## config.mk

```make
export PLATFORM = sky130hd
export DESIGN_NAME = spi_byte_link
export DESIGN_NICKNAME = d
export VERILOG_FILES = /design/src/rtl/spi_byte_link.sv
export SDC_FILE = /design/constraint.sdc
export NUM_CORES = 1
export LEC_CHECK = 0
export ABC_AREA = 1
export ABC_CLOCK_PERIOD_IN_PS = 4530
export CAP_MARGIN = 20
export CORE_MARGIN = 2
export CORE_UTILIZATION = 60
export CTS_BUF_LIST = sky130_fd_sc_hd__clkbuf_4
export CTS_CLUSTER_SIZE = 12
export DETAILED_ROUTE_END_ITERATION = 6
export GPL_ROUTABILITY_DRIVEN = 1
export HOLD_SLACK_MARGIN = 0.03
export PLACE_DENSITY = 0.88
export SYNTH_ARGS = -nofsm -noshare
export SYNTH_HDL_FRONTEND = slang
export SYNTH_SLANG_ARGS = --single-unit
```

## constraint.sdc

```tcl
create_clock -name sysClk -period 4.53 [get_ports sysClk]
set_clock_uncertainty 0.2 [all_clocks]
set_input_delay 0.906 -clock sysClk [delete_from_list [all_inputs] [get_ports sysClk]]
set_output_delay 0.906 -clock sysClk [all_outputs]
set_load 0.02 [all_outputs]
```

## src/rtl/spi_byte_link.sv

```systemverilog
// spi_byte_link: mode-0 SPI slave byte front end, fully oversampled on sysClk.
// SPI pins are synchronized and edge-detected; one FSM (WAIT_IDLE/IDLE/SHIFT)
// assembles RX bytes, shifts TX bytes out on MISO and manages a one-deep
// TX holding register fed by spi_start/byte_to_spi.
module spi_byte_link #(
  parameter logic [7:0] IDLE_BYTE   = 8'h00,
  parameter int         SYNC_STAGES = 2
) (
  input  logic       sysClk,
  input  logic       sysRst_n,
  input  logic       spi_sclk,
  input  logic       spi_cs_n,
  input  logic       spi_mosi,
  output logic       spi_miso,
  output logic [7:0] byte_from_spi,
  output logic       spi_input_valid,
  input  logic [7:0] byte_to_spi,
  input  logic       spi_start,
  output logic       spi_tx_ready,
  output logic       spi_tx_underrun,
  output logic       spi_tx_drop,
  output logic       spi_frame_err
);

  typedef enum logic [1:0] {
    WAIT_IDLE = 2'd0,
    IDLE      = 2'd1,
    SHIFT     = 2'd2
  } state_e;

  // Synchronizer chains (index 0 samples the pin)
  logic [SYNC_STAGES-1:0] sclk_sync_q;
  logic [SYNC_STAGES-1:0] cs_sync_q;
  logic [SYNC_STAGES-1:0] mosi_sync_q;

  // Edge-detect history and registered edge/level flags
  logic sclk_hist_q;
  logic cs_hist_q;
  logic sclk_rise_q;
  logic sclk_fall_q;
  logic cs_rise_q;
  logic cs_fall_q;
  logic cs_lvl_q;
  logic mosi_q;

  logic sclk_s;
  logic cs_s;

  // FSM / datapath state
  state_e     state_q, state_d;
  logic [2:0] bit_cnt_q, bit_cnt_d;
  logic       seen_rise_q, seen_rise_d;
  logic [7:0] rx_shift_q, rx_shift_d;
  logic [7:0] tx_shift_q, tx_shift_d;
  logic [7:0] hold_q, hold_d;
  logic       ready_q, ready_d;
  logic [7:0] rx_byte_q, rx_byte_d;
  logic       valid_q, valid_d;
  logic       underrun_q, underrun_d;
  logic       drop_q, drop_d;
  logic       ferr_q, ferr_d;
  logic       miso_q, miso_d;
  logic       load_s;

  assign sclk_s = sclk_sync_q[SYNC_STAGES-1];
  assign cs_s   = cs_sync_q[SYNC_STAGES-1];

  // Synchronize the asynchronous SPI pins into the sysClk domain.
  // cs_n chain resets to 0 so WAIT_IDLE only leaves on a genuinely high pin.
  always_ff @(posedge sysClk or negedge sysRst_n) begin
    if (!sysRst_n) begin
      sclk_sync_q <= '0;
      cs_sync_q   <= '0;
      mosi_sync_q <= '0;
    end else begin
      sclk_sync_q <= {sclk_sync_q[SYNC_STAGES-2:0], spi_sclk};
      cs_sync_q   <= {cs_sync_q[SYNC_STAGES-2:0], spi_cs_n};
      mosi_sync_q <= {mosi_sync_q[SYNC_STAGES-2:0], spi_mosi};
    end
  end

  // Detect sclk/cs_n edges and register them together with aligned levels.
  always_ff @(posedge sysClk or negedge sysRst_n) begin
    if (!sysRst_n) begin
      sclk_hist_q <= 1'b0;
      cs_hist_q   <= 1'b0;
      sclk_rise_q <= 1'b0;
      sclk_fall_q <= 1'b0;
      cs_rise_q   <= 1'b0;
      cs_fall_q   <= 1'b0;
      cs_lvl_q    <= 1'b0;
      mosi_q      <= 1'b0;
    end else begin
      sclk_hist_q <= sclk_s;
      cs_hist_q   <= cs_s;
      sclk_rise_q <= sclk_s & ~sclk_hist_q;
      sclk_fall_q <= ~sclk_s & sclk_hist_q;
      cs_rise_q   <= cs_s & ~cs_hist_q;
      cs_fall_q   <= ~cs_s & cs_hist_q;
      cs_lvl_q    <= cs_s;
      mosi_q      <= mosi_sync_q[SYNC_STAGES-1];
    end
  end

  // Next-state logic: frame FSM, RX assembly, TX shifting and holding register.
  always_comb begin
    state_d     = state_q;
    bit_cnt_d   = bit_cnt_q;
    seen_rise_d = seen_rise_q;
    rx_shift_d  = rx_shift_q;
    tx_shift_d  = tx_shift_q;
    hold_d      = hold_q;
    ready_d     = ready_q;
    rx_byte_d   = rx_byte_q;
    valid_d     = 1'b0;
    underrun_d  = 1'b0;
    drop_d      = 1'b0;
    ferr_d      = 1'b0;
    load_s      = 1'b0;

    case (state_q)
      WAIT_IDLE: begin
        // Never join a frame already in progress
        if (cs_lvl_q) begin
          state_d = IDLE;
        end else begin
          state_d = WAIT_IDLE;
        end
      end
      IDLE: begin
        if (cs_fall_q) begin
          state_d     = SHIFT;
          bit_cnt_d   = 3'd0;
          seen_rise_d = 1'b0;
          load_s      = 1'b1;
        end else begin
          state_d = IDLE;
        end
      end
      SHIFT: begin
        // cs_n edges win over a coincident sclk edge
        if (cs_rise_q) begin
          state_d   = IDLE;
          bit_cnt_d = 3'd0;
          if (bit_cnt_q != 3'd0) begin
            ferr_d = 1'b1;
          end else begin
            ferr_d = 1'b0;
          end
        end else if (sclk_rise_q) begin
          rx_shift_d  = {rx_shift_q[6:0], mosi_q};
          bit_cnt_d   = bit_cnt_q + 3'd1;
          seen_rise_d = 1'b1;
          if (bit_cnt_q == 3'd7) begin
            rx_byte_d = {rx_shift_q[6:0], mosi_q};
            valid_d   = 1'b1;
          end else begin
            valid_d = 1'b0;
          end
        end else if (sclk_fall_q) begin
          // A fall before the first rise of the frame carries no meaning
          if (!seen_rise_q) begin
            load_s = 1'b0;
          end else if (bit_cnt_q != 3'd0) begin
            tx_shift_d = {tx_shift_q[6:0], 1'b0};
          end else begin
            load_s = 1'b1;
          end
        end else begin
          state_d = SHIFT;
        end
      end
      default: begin
        state_d = WAIT_IDLE;
      end
    endcase

    // Start of a byte slot: take the holding byte or fall back to IDLE_BYTE
    if (load_s) begin
      if (!ready_q) begin
        tx_shift_d = hold_q;
        ready_d    = 1'b1;
      end else begin
        tx_shift_d = IDLE_BYTE;
        underrun_d = 1'b1;
      end
    end else begin
      underrun_d = 1'b0;
    end

    // Reply byte intake judged on the registered ready flag
    if (spi_start) begin
      if (ready_q) begin
        hold_d  = byte_to_spi;
        ready_d = 1'b0;
      end else begin
        drop_d = 1'b1;
      end
    end else begin
      drop_d = 1'b0;
    end

    if (state_d == SHIFT) begin
      miso_d = tx_shift_d[7];
    end else begin
      miso_d = 1'b0;
    end
  end

  // State and output registers.
  always_ff @(posedge sysClk or negedge sysRst_n) begin
    if (!sysRst_n) begin
      state_q     <= WAIT_IDLE;
      bit_cnt_q   <= 3'd0;
      seen_rise_q <= 1'b0;
      rx_shift_q  <= 8'h00;
      tx_shift_q  <= 8'h00;
      hold_q      <= 8'h00;
      ready_q     <= 1'b1;
      rx_byte_q   <= 8'h00;
      valid_q     <= 1'b0;
      underrun_q  <= 1'b0;
      drop_q      <= 1'b0;
      ferr_q      <= 1'b0;
      miso_q      <= 1'b0;
    end else begin
      state_q     <= state_d;
      bit_cnt_q   <= bit_cnt_d;
      seen_rise_q <= seen_rise_d;
      rx_shift_q  <= rx_shift_d;
      tx_shift_q  <= tx_shift_d;
      hold_q      <= hold_d;
      ready_q     <= ready_d;
      rx_byte_q   <= rx_byte_d;
      valid_q     <= valid_d;
      underrun_q  <= underrun_d;
      drop_q      <= drop_d;
      ferr_q      <= ferr_d;
      miso_q      <= miso_d;
    end
  end

  assign spi_miso        = miso_q;
  assign byte_from_spi   = rx_byte_q;
  assign spi_input_valid = valid_q;
  assign spi_tx_ready    = ready_q;
  assign spi_tx_underrun = underrun_q;
  assign spi_tx_drop     = drop_q;
  assign spi_frame_err   = ferr_q;

endmodule
```

==> results.sh, run 1 <==
export IMPL_endpoint_kind="output port"
export IMPL_crit_slowest_cell="clkdlybuf4s50_1"
export IMPL_timing_final_crit_share=0.586
export IMPL_grt_ovfl_total=0
export IMPL_synth_area_sq_um=2360
export IMPL_ys_top_cells_by_area="dfrtp_1 (58%), nand2_1 (5.4%), nand3_1 (5.1%)"
export IMPL_n_antenna_cell=0
export IMPL_fin_setup_tns_ps=0
export IMPL_core_sq_um=3720
export IMPL_wire_per_inst_um=12.4
export IMPL_place_congestion=0.835
export IMPL_cp_num_cells=1
export IMPL_area_growth_pct=13.5
export IMPL_ir_worst_vdd_v=0.000276
export IMPL_synth_xor_area_frac=0
export IMPL_pin_count=28
export IMPL_synth_fa_ha_area_frac=0.0371
export IMPL_crit_fanout=4
export IMPL_cp_arrival_ps=1550
export IMPL_cts_max_path_buffers=2
export IMPL_r2r_slack_ps=2350
export IMPL_drt_wl_total_mm=3.77
export IMPL_final_cell_mix="dfrtp_1 (55), nand2_1 (34), clkdlybuf4s50_1 (26)"
export IMPL_yosysTopAreaCell="dfrtp_1"
export IMPL_drt_pass1_iterations=4
export IMPL_synth_mux_area_frac=0.0381
export IMPL_cp_num_buf_inv=1
export IMPL_p_leak_nw=1.26
export IMPL_cts_buffers=5
export IMPL_synth_compound_gate_area_share=0.0551
export IMPL_synth_distinct_cells=26
export IMPL_dr_total_vias=1610
export IMPL_holdCritPathClass="flop to flop"
export IMPL_status="finished clean"
export IMPL_power_density_nw_per_um2=451
export IMPL_htreeDepth=2
export IMPL_finalPower_mw=1.21
export IMPL_max_freq_ghz=0.377
export IMPL_holdBufCountCts=0
export IMPL_route_detailed_drc=0
export IMPL_row_count=22
export IMPL_final_nets=276
export IMPL_ant_nets=0
export IMPL_worstMarginPinSlew_ps=647
export IMPL_grt_pass1_wl_mm=6.64
export IMPL_yosys_register_bits=56
export IMPL_grt_start_max_net_pins=57
export IMPL_initial_core_util=0.636
export IMPL_first_iter_violations=91
export IMPL_cp_top_family="buffers and inverters"
export IMPL_path_class="flop to output port"
export IMPL_maxCapViolCount=0
export IMPL_syn_nets=250
export IMPL_worstSetupStartpointType="flop"
export IMPL_min_period_ps=2650
export IMPL_relSlewSlack=0.569
export IMPL_critPathMaxStageDelay_ps=600
export IMPL_synth_top_area_share=0.582
export IMPL_yosys_area_share_simple=0.211
export IMPL_whs_path_depth=0
export IMPL_rr_worst_depth=6
export IMPL_synth_cells=229
export IMPL_yosysSeqAreaShare=0.593
export IMPL_clk_latency_ps=390
export IMPL_gr_usage_all_layers=0.203
export IMPL_rsz0062_at_grt="false"
export IMPL_fp_dieH_um=66.8
export IMPL_drive_gt1_frac=0.102
export IMPL_root_buffer="clkbuf_4"
export IMPL_cts_resized=0
export IMPL_avgViaCountPerCell=5.31
export IMPL_path_cells="clkdlybuf4s50_1"
export IMPL_die_area_sq_um=4460
export IMPL_hold_viol_final=0
export IMPL_clock_sinks=56
export IMPL_setup_viol=0
export IMPL_grt_pass1_vias=1599
export IMPL_numPortBuffers=27
export IMPL_worstPathRequired_ps=3420
export IMPL_synth_top_family_by_area="simple AND/OR/NAND/NOR gates"
export IMPL_cts_setup_buffers=0
export IMPL_slew_viol_final=0
export IMPL_cts_tree="built"
export IMPL_final_common_cell="dfrtp_1"
export IMPL_yosys_warnings=0
export IMPL_hpwl_mm=2.73
export IMPL_grt_antenna_before_repair=0
export IMPL_path_clk_slew_ps=130
export IMPL_synth_avg_cell_area_sq_um=10.3
export IMPL_fp_dieW_um=66.8
[state kept, by name, indices dropped and copies added, names as in the netlist]
name             flops
spi_tx_drop          1
state_q              2
hold_q               8
rx_shift_q           7
cs_fall_q            1
spi_input_valid      1
cs_lvl_q             1
cs_sync_q            2
mosi_sync_q          2
spi_miso             1
mosi_q               1
sclk_fall_q          1
seen_rise_q          1
tx_shift_q           8
byte_from_spi        8
spi_tx_ready         1
spi_tx_underrun      1
sclk_rise_q          1
sclk_hist_q          1
bit_cnt_q            3
sclk_sync_q          2
spi_frame_err        1
cs_rise_q            1
[cell usage after synthesis (all sizes together)]
cell	instances
clkinv	1
buf	8
nor3	7
nand4	12
mux2	8
o21bai	1
clkbuf	1
o21ai	21
ha	7
a21oi	2
dfrtp	55
dfstp	1
inv	23
nand3	24
nand3b	1
a21boi	1
nand2	39
nor2	17
[final timing paths]
path / start / to
worst min-delay path: sclk_sync_q[0] / sclk_sync_q[1]
worst max-delay path: spi_tx_ready / spi_tx_ready
worst min register to register: sclk_sync_q[0] / sclk_sync_q[1]
min in group asynchronous: sysRst_n / spi_input_valid
worst max register to register: state_q[0] / byte_from_spi[7]
max in group asynchronous: sysRst_n / tx_shift_q[5]
[cells by family after synthesis]
logic type | count (synthesis)
mux | 8
buf+inv | 33
flops | 56
fa+ha+maj | 7
simple gates | 100
compound gates | 25
[metal layers]
metal / vias up / global-route usage / part of all wire
li1: 807 / - / -
met1: 757 / 0.227 / 0.44
met2: 37 / 0.348 / 0.50
met3: 9 / 0.0574 / 0.045
met4: 0 / 0.112 / 0.022
met5: - / 0 / 0
[area by class of cell]
class	count	area (sq um)
Timing Repair Buffer	28	273
Clock inverter	1	5.00
Tap cell	48	60.1
Clock buffer	6	45.0
Fill cell	268	1030
Inverter	24	90.1
Sequential cell	56	1400
Multi-Input combinational cell	140	807
[power by group]
| part | switching (mW) | internal (mW) | total [mW] |
|---|---|---|---|
| Sequential | 0.0725 | 0.608 | 0.680 |
| Clock | 0.142 | 0.0635 | 0.206 |
| Combinational | 0.191 | 0.133 | 0.324 |
| Total | 0.406 | 0.805 | 1.21 |
[worst reg2reg max path, stage by stage, from the launching register on]
cell and delay [ps]:
dfrtp_1 440, inv_1 110, ha_1 480, nand2_4 150
nor2_4 260, nand2_2 230, o21ai_0 230
[stage by stage]
stage                     worst slack, ps  utilization  hold WS, ps  std cells  area (sq um)
after floorplan                      2740            -          131        229          2360
after global placement               2240        0.708          133        296          2630
after detailed placement             2210        0.708          139        296          2630
after CTS                            1850        0.722          169        303          2680
after global routing                 1830        0.722          177        303          2680
final                                1880        0.722          168        303          2680
(Power assumes the default switching activity.)
==> run 2: changes to the inputs <==
--- a/config.mk
+++ b/config.mk
@@ -6,16 +6,16 @@
 export NUM_CORES = 1
 export LEC_CHECK = 0
 export ABC_AREA = 1
-export ABC_CLOCK_PERIOD_IN_PS = 4530
+export ABC_CLOCK_PERIOD_IN_PS = 2600
 export CAP_MARGIN = 20
 export CORE_MARGIN = 2
-export CORE_UTILIZATION = 60
+export CORE_UTILIZATION = 57
 export CTS_BUF_LIST = sky130_fd_sc_hd__clkbuf_4
 export CTS_CLUSTER_SIZE = 12
 export DETAILED_ROUTE_END_ITERATION = 6
 export GPL_ROUTABILITY_DRIVEN = 1
 export HOLD_SLACK_MARGIN = 0.03
-export PLACE_DENSITY = 0.88
+export PLACE_DENSITY = 0.84
 export SYNTH_ARGS = -nofsm -noshare
 export SYNTH_HDL_FRONTEND = slang
 export SYNTH_SLANG_ARGS = --single-unit
==> constraint.sdc (replaced) <==
create_clock -name sysClk -period 2.6 [get_ports sysClk]
set_clock_uncertainty 0.2 [all_clocks]
set_input_delay 0.52 -clock sysClk [delete_from_list [all_inputs] [get_ports sysClk]]
set_output_delay 0.52 -clock sysClk [all_outputs]
set_load 0.02 [all_outputs]
==> results.sh, run 2 (synthesis results as in run 1) <==
export IMPL_cts_max_path_buffers=2
export IMPL_ir_worst_vdd_v=0.000549
export IMPL_area_growth_pct=16.3
export IMPL_hpwl_mm=2.95
export IMPL_dr_total_vias=1665
export IMPL_worstPathRequired_ps=1880
export IMPL_slew_viol_final=0
export IMPL_grt_pass1_wl_mm=7.00
export IMPL_grt_start_max_net_pins=35
export IMPL_hold_viol_final=0
export IMPL_route_detailed_drc=0
export IMPL_path_cells="clkdlybuf4s50_1"
export IMPL_multi_input_area_sq_um=807
export IMPL_cts_setup_buffers=0
export IMPL_timing_final_crit_share=0.874
export IMPL_gr_usage_all_layers=0.206
export IMPL_pin_count=28
export IMPL_max_freq_ghz=0.440
export IMPL_comb_power_share=0.257
export IMPL_finalPower_mw=2.23
export IMPL_p_int_mw=1.52
export IMPL_core_sq_um=4000
export IMPL_preCtsSetupSlack_ps=675
export IMPL_first_iter_violations=119
export IMPL_crit_fanout=4
export IMPL_crit_slowest_cell="clkdlybuf4s50_1"
export IMPL_sw_frac_of_total=0.317
export IMPL_path_clk_slew_ps=150
export IMPL_placedCellCount=299
export IMPL_drt_wl_total_mm=3.99
export IMPL_p_leak_nw=1.29
export IMPL_worstSetupStartpointType="flop"
export IMPL_place_congestion=0.840
export IMPL_die_area_sq_um=4680
export IMPL_fp_dieH_um=68.4
export IMPL_fp_dieW_um=68.4
export IMPL_switchingPower_mw=0.706
export IMPL_seq_power_share=0.528
export IMPL_grt_antenna_before_repair=0
export IMPL_fin_area_sq_um=2750
export IMPL_cts_tree="built"
export IMPL_cp_arrival_ps=1550
export IMPL_fin_setup_tns_ps=0
export IMPL_power_density_nw_per_um2=811
export IMPL_numPortBuffers=27
export IMPL_final_nets=278
export IMPL_grt_pass1_vias=1612
export IMPL_min_period_ps=2270
export IMPL_setup_viol=0
export IMPL_row_count=23
export IMPL_htreeDepth=2
export IMPL_placed_area_sq_um=2660
export IMPL_fin_cells=308
export IMPL_wire_per_inst_um=12.9
export IMPL_relSlewSlack=0.643
export IMPL_root_buffer="clkbuf_4"
export IMPL_cp_num_buf_inv=1
export IMPL_n_antenna_cell=0
export IMPL_status="finished clean"
export IMPL_clock_sinks=56
export IMPL_fin_util=0.687
export IMPL_drive_gt1_frac=0.109
export IMPL_drt_pass1_iterations=4
export IMPL_clk_latency_ps=380
export IMPL_rsz0062_at_grt="false"
export IMPL_holdWs_ps=168
export IMPL_endpoint_kind="output port"
export IMPL_cts_buffers=5
export IMPL_cp_top_family="buffers and inverters"
export IMPL_worstMarginPinSlew_ps=535
export IMPL_maxCapViolCount=0
export IMPL_setup_ws_ps=326
export IMPL_nFillCells=319
export IMPL_final_cell_mix="dfrtp_1 (55), nand2_1 (34), clkdlybuf4s50_1 (26)"
export IMPL_holdCritPathClass="flop to flop"
export IMPL_grt_ovfl_total=0
export IMPL_avgViaCountPerCell=5.41
export IMPL_final_common_cell="dfrtp_1"
export IMPL_p_clk_frac=0.215
export IMPL_ant_nets=0
export IMPL_initial_core_util=0.591
export IMPL_path_class="flop to output port"
export IMPL_critPathMaxStageDelay_ps=600
export IMPL_final_seq_area_sq_um=1400
-- run 2: worst paths after layout --
| check | startpoint | to | slack (ps) | depth (start not counted) |
|---|---|---|---|---|
| max in group asynchronous | sysRst_n | hold_q[7] | 1210 | 3 |
| min in group asynchronous | sysRst_n | spi_input_valid | 430 | 2 |
| min reg2reg | cs_sync_q[0] | cs_sync_q[1] | 170 | 0 |
| max reg2reg | state_q[0] | bit_cnt_q[2] | 590 | 8 |
| max | spi_tx_ready | spi_tx_ready | 330 | 1 |
| min | cs_sync_q[0] | cs_sync_q[1] | 170 | 0 |
-- run 2: power groups by stage --
stage	Clock [mW]	Combinational (mW)	Sequential [mW]
finish	0.479	0.573	1.18
global route	0.526	0.652	1.20
CTS	0.488	0.576	1.18
detailed placement	0	0.571	1.20
global placement	0	0.546	1.18
floorplan	0	0.435	1.17
-- run 2: layer usage --
metal / track usage / vias to the layer above / share of wire / wire length (um)
met2: 0.343 / 40 / 0.51 / 2040
met4: 0.0875 / 0 / 0.016 / 63
met3: 0.0658 / 6 / 0.041 / 165
met1: 0.246 / 801 / 0.43 / 1710
met5: 0 / - / 0 / 0
li1: - / 818 / - / -
-- run 2: final cells by class --
type,instances,share of cell area
clock buffers,7,0.0191
clock inverters,1,0.0109
inverters,24,0.0328
multi-input cells,140,0.294
flip-flops and latches,56,0.510
well taps,50,0.0228
repair buffers,30,0.110
-- run 2: repair_timing --
action | 4_1_cts | 5_1_grt
hold endpoints to repair | 21 | 0
hold buffers | 1 | 0
resized for setup | 0 | 0
==> run 3: changes to the inputs <==
--- a/config.mk
+++ b/config.mk
@@ -15,7 +15,7 @@
 export DETAILED_ROUTE_END_ITERATION = 6
 export GPL_ROUTABILITY_DRIVEN = 1
 export HOLD_SLACK_MARGIN = 0.03
-export PLACE_DENSITY = 0.84
+export PLACE_DENSITY = 0.81
 export SYNTH_ARGS = -nofsm -noshare
 export SYNTH_HDL_FRONTEND = slang
 export SYNTH_SLANG_ARGS = --single-unit
==> results.sh, run 3 (synthesis results as in run 1) <==
export IMPL_rr_endpoint="bit_cnt_q[0]"
export IMPL_switchingPower_mw=0.698
export IMPL_wire_per_inst_um=12.3
export IMPL_ant_nets=0
export IMPL_grt_start_max_net_pins=35
export IMPL_fin_setup_tns_ps=0
export IMPL_p_leak_nw=1.28
export IMPL_crit_slowest_cell="clkdlybuf4s50_1"
export IMPL_r2r_slack_ps=690
export IMPL_cp_num_buf_inv=1
export IMPL_crit_fanout=4
export IMPL_power_density_nw_per_um2=779
export IMPL_cts_buffers=5
export IMPL_clock_sinks=56
export IMPL_fp_dieW_um=68.4
export IMPL_worstSetupStartpointType="flop"
export IMPL_timing_final_crit_share=0.873
export IMPL_final_common_cell="dfrtp_1"
export IMPL_relSlewSlack=0.623
export IMPL_hp_start="cs_sync_q[0]"
export IMPL_cp_arrival_ps=1550
export IMPL_htreeDepth=2
export IMPL_gr_usage_all_layers=0.192
export IMPL_p_int_mw=1.42
export IMPL_critPathMaxStageDelay_ps=600
export IMPL_path_class="flop to output port"
export IMPL_worstMarginPinSlew_ps=565
export IMPL_p_clk_frac=0.176
export IMPL_rr_worst_depth=8
export IMPL_comb_power_share=0.270
export IMPL_grt_pass1_vias=1499
export IMPL_area_growth_pct=15.2
export IMPL_final_cell_mix="dfrtp_1 (55), nand2_1 (34), clkdlybuf4s50_1 (26)"
export IMPL_root_buffer="clkbuf_4"
export IMPL_rsz0062_at_grt="false"
export IMPL_maxCapViolCount=0
export IMPL_max_freq_ghz=0.441
export IMPL_dr_total_vias=1616
export IMPL_row_count=23
export IMPL_path_clk_slew_ps=140
export IMPL_cts_max_path_buffers=2
export IMPL_slew_viol_final=0
export IMPL_worstPathRequired_ps=1880
export IMPL_min_to="cs_sync_q[1]"
export IMPL_clk_latency_ps=370
export IMPL_grt_ovfl_total=0
export IMPL_grt_antenna_before_repair=0
export IMPL_place_congestion=0.850
export IMPL_hpwl_mm=2.75
export IMPL_path_cells="clkdlybuf4s50_1"
export IMPL_rr_startpoint="state_q[0]"
export IMPL_drt_pass1_iterations=4
export IMPL_initial_core_util=0.591
export IMPL_seq_power_share=0.554
export IMPL_hold_viol_final=0
export IMPL_min_period_ps=2270
export IMPL_final_nets=278
export IMPL_status="finished clean"
export IMPL_fp_dieH_um=68.4
export IMPL_n_antenna_cell=0
export IMPL_setup_viol=0
export IMPL_drt_wl_total_mm=3.80
export IMPL_whs_path_depth=0
export IMPL_die_area_sq_um=4680
export IMPL_grt_pass1_wl_mm=6.50
export IMPL_cts_resized=0
export IMPL_avgViaCountPerCell=5.25
export IMPL_sw_frac_of_total=0.329
export IMPL_drive_gt1_frac=0.109
export IMPL_first_iter_violations=126
export IMPL_cts_tree="built"
export IMPL_numPortBuffers=27
export IMPL_route_detailed_drc=0
export IMPL_holdCritPathClass="flop to flop"
export IMPL_core_sq_um=4000
export IMPL_ir_worst_vdd_v=0.000547
export IMPL_holdWs_ps=172
export IMPL_cp_top_family="buffers and inverters"
export IMPL_endpoint_kind="output port"
export IMPL_pin_count=28
-- run 3: cell types whose count changed in the layout (fill, tap and decap cells not counted), sizes merged --
cell,change
clkinv,+1
bufinv,-1
-- run 3: final cells by class --
type | count | area [sq um]
fill | 323 | 1280
inverter | 24 | 90.1
clock buffer | 7 | 52.6
clock inverter | 1 | 5.00
timing repair buffer | 30 | 303
sequential | 56 | 1400
multi-input combinational | 140 | 807
tap | 50 | 62.6
-- run 3: per-layer routing --
layer,share of wire,track usage
met1,0.46,0.235
met2,0.49,0.320
met3,0.036,0.0543
met4,0.017,0.0750
met5,0,0
-- run 3: per-stage QoR --
step / utilization / power [mW] / setup slack (ps) / std cells / instance area (sq um)
after global routing: 0.681 / 2.27 / 262 / 308 / 2720
after CTS: 0.681 / 2.14 / 312 / 308 / 2720
after global placement: 0.664 / 1.73 / 693 / 299 / 2660
after floorplan: - / 1.60 / 859 / 229 / 2360
after detailed placement: 0.664 / 1.77 / 658 / 299 / 2660
final: 0.681 / 2.12 / 331 / 308 / 2720
-- run 3: how the worst max path moves through the flow --
stage	from	end	depth (start not counted)
after global routing	spi_tx_ready	spi_tx_ready	1
after detailed placement	spi_start	hold_q[4]	3
after floorplan	state_q[0]	tx_shift_q[1]	10
after CTS	spi_tx_ready	spi_tx_ready	1
after global placement	spi_start	hold_q[5]	3
final	spi_tx_ready	spi_tx_ready	1
-- run 3: power by group through the flow --
stage | Clock, mW | Sequential, mW | Combinational [mW]
finish | 0.372 | 1.18 | 0.573
global route | 0.422 | 1.20 | 0.650
global placement | 0 | 1.18 | 0.547
floorplan | 0 | 1.17 | 0.435
CTS | 0.387 | 1.18 | 0.577
detailed placement | 0 | 1.19 | 0.570
-- run 3: what timing repair did --
item                      CTS  global route
hold endpoints to repair   21             0
setup buffers               0             0
hold buffers                1             0
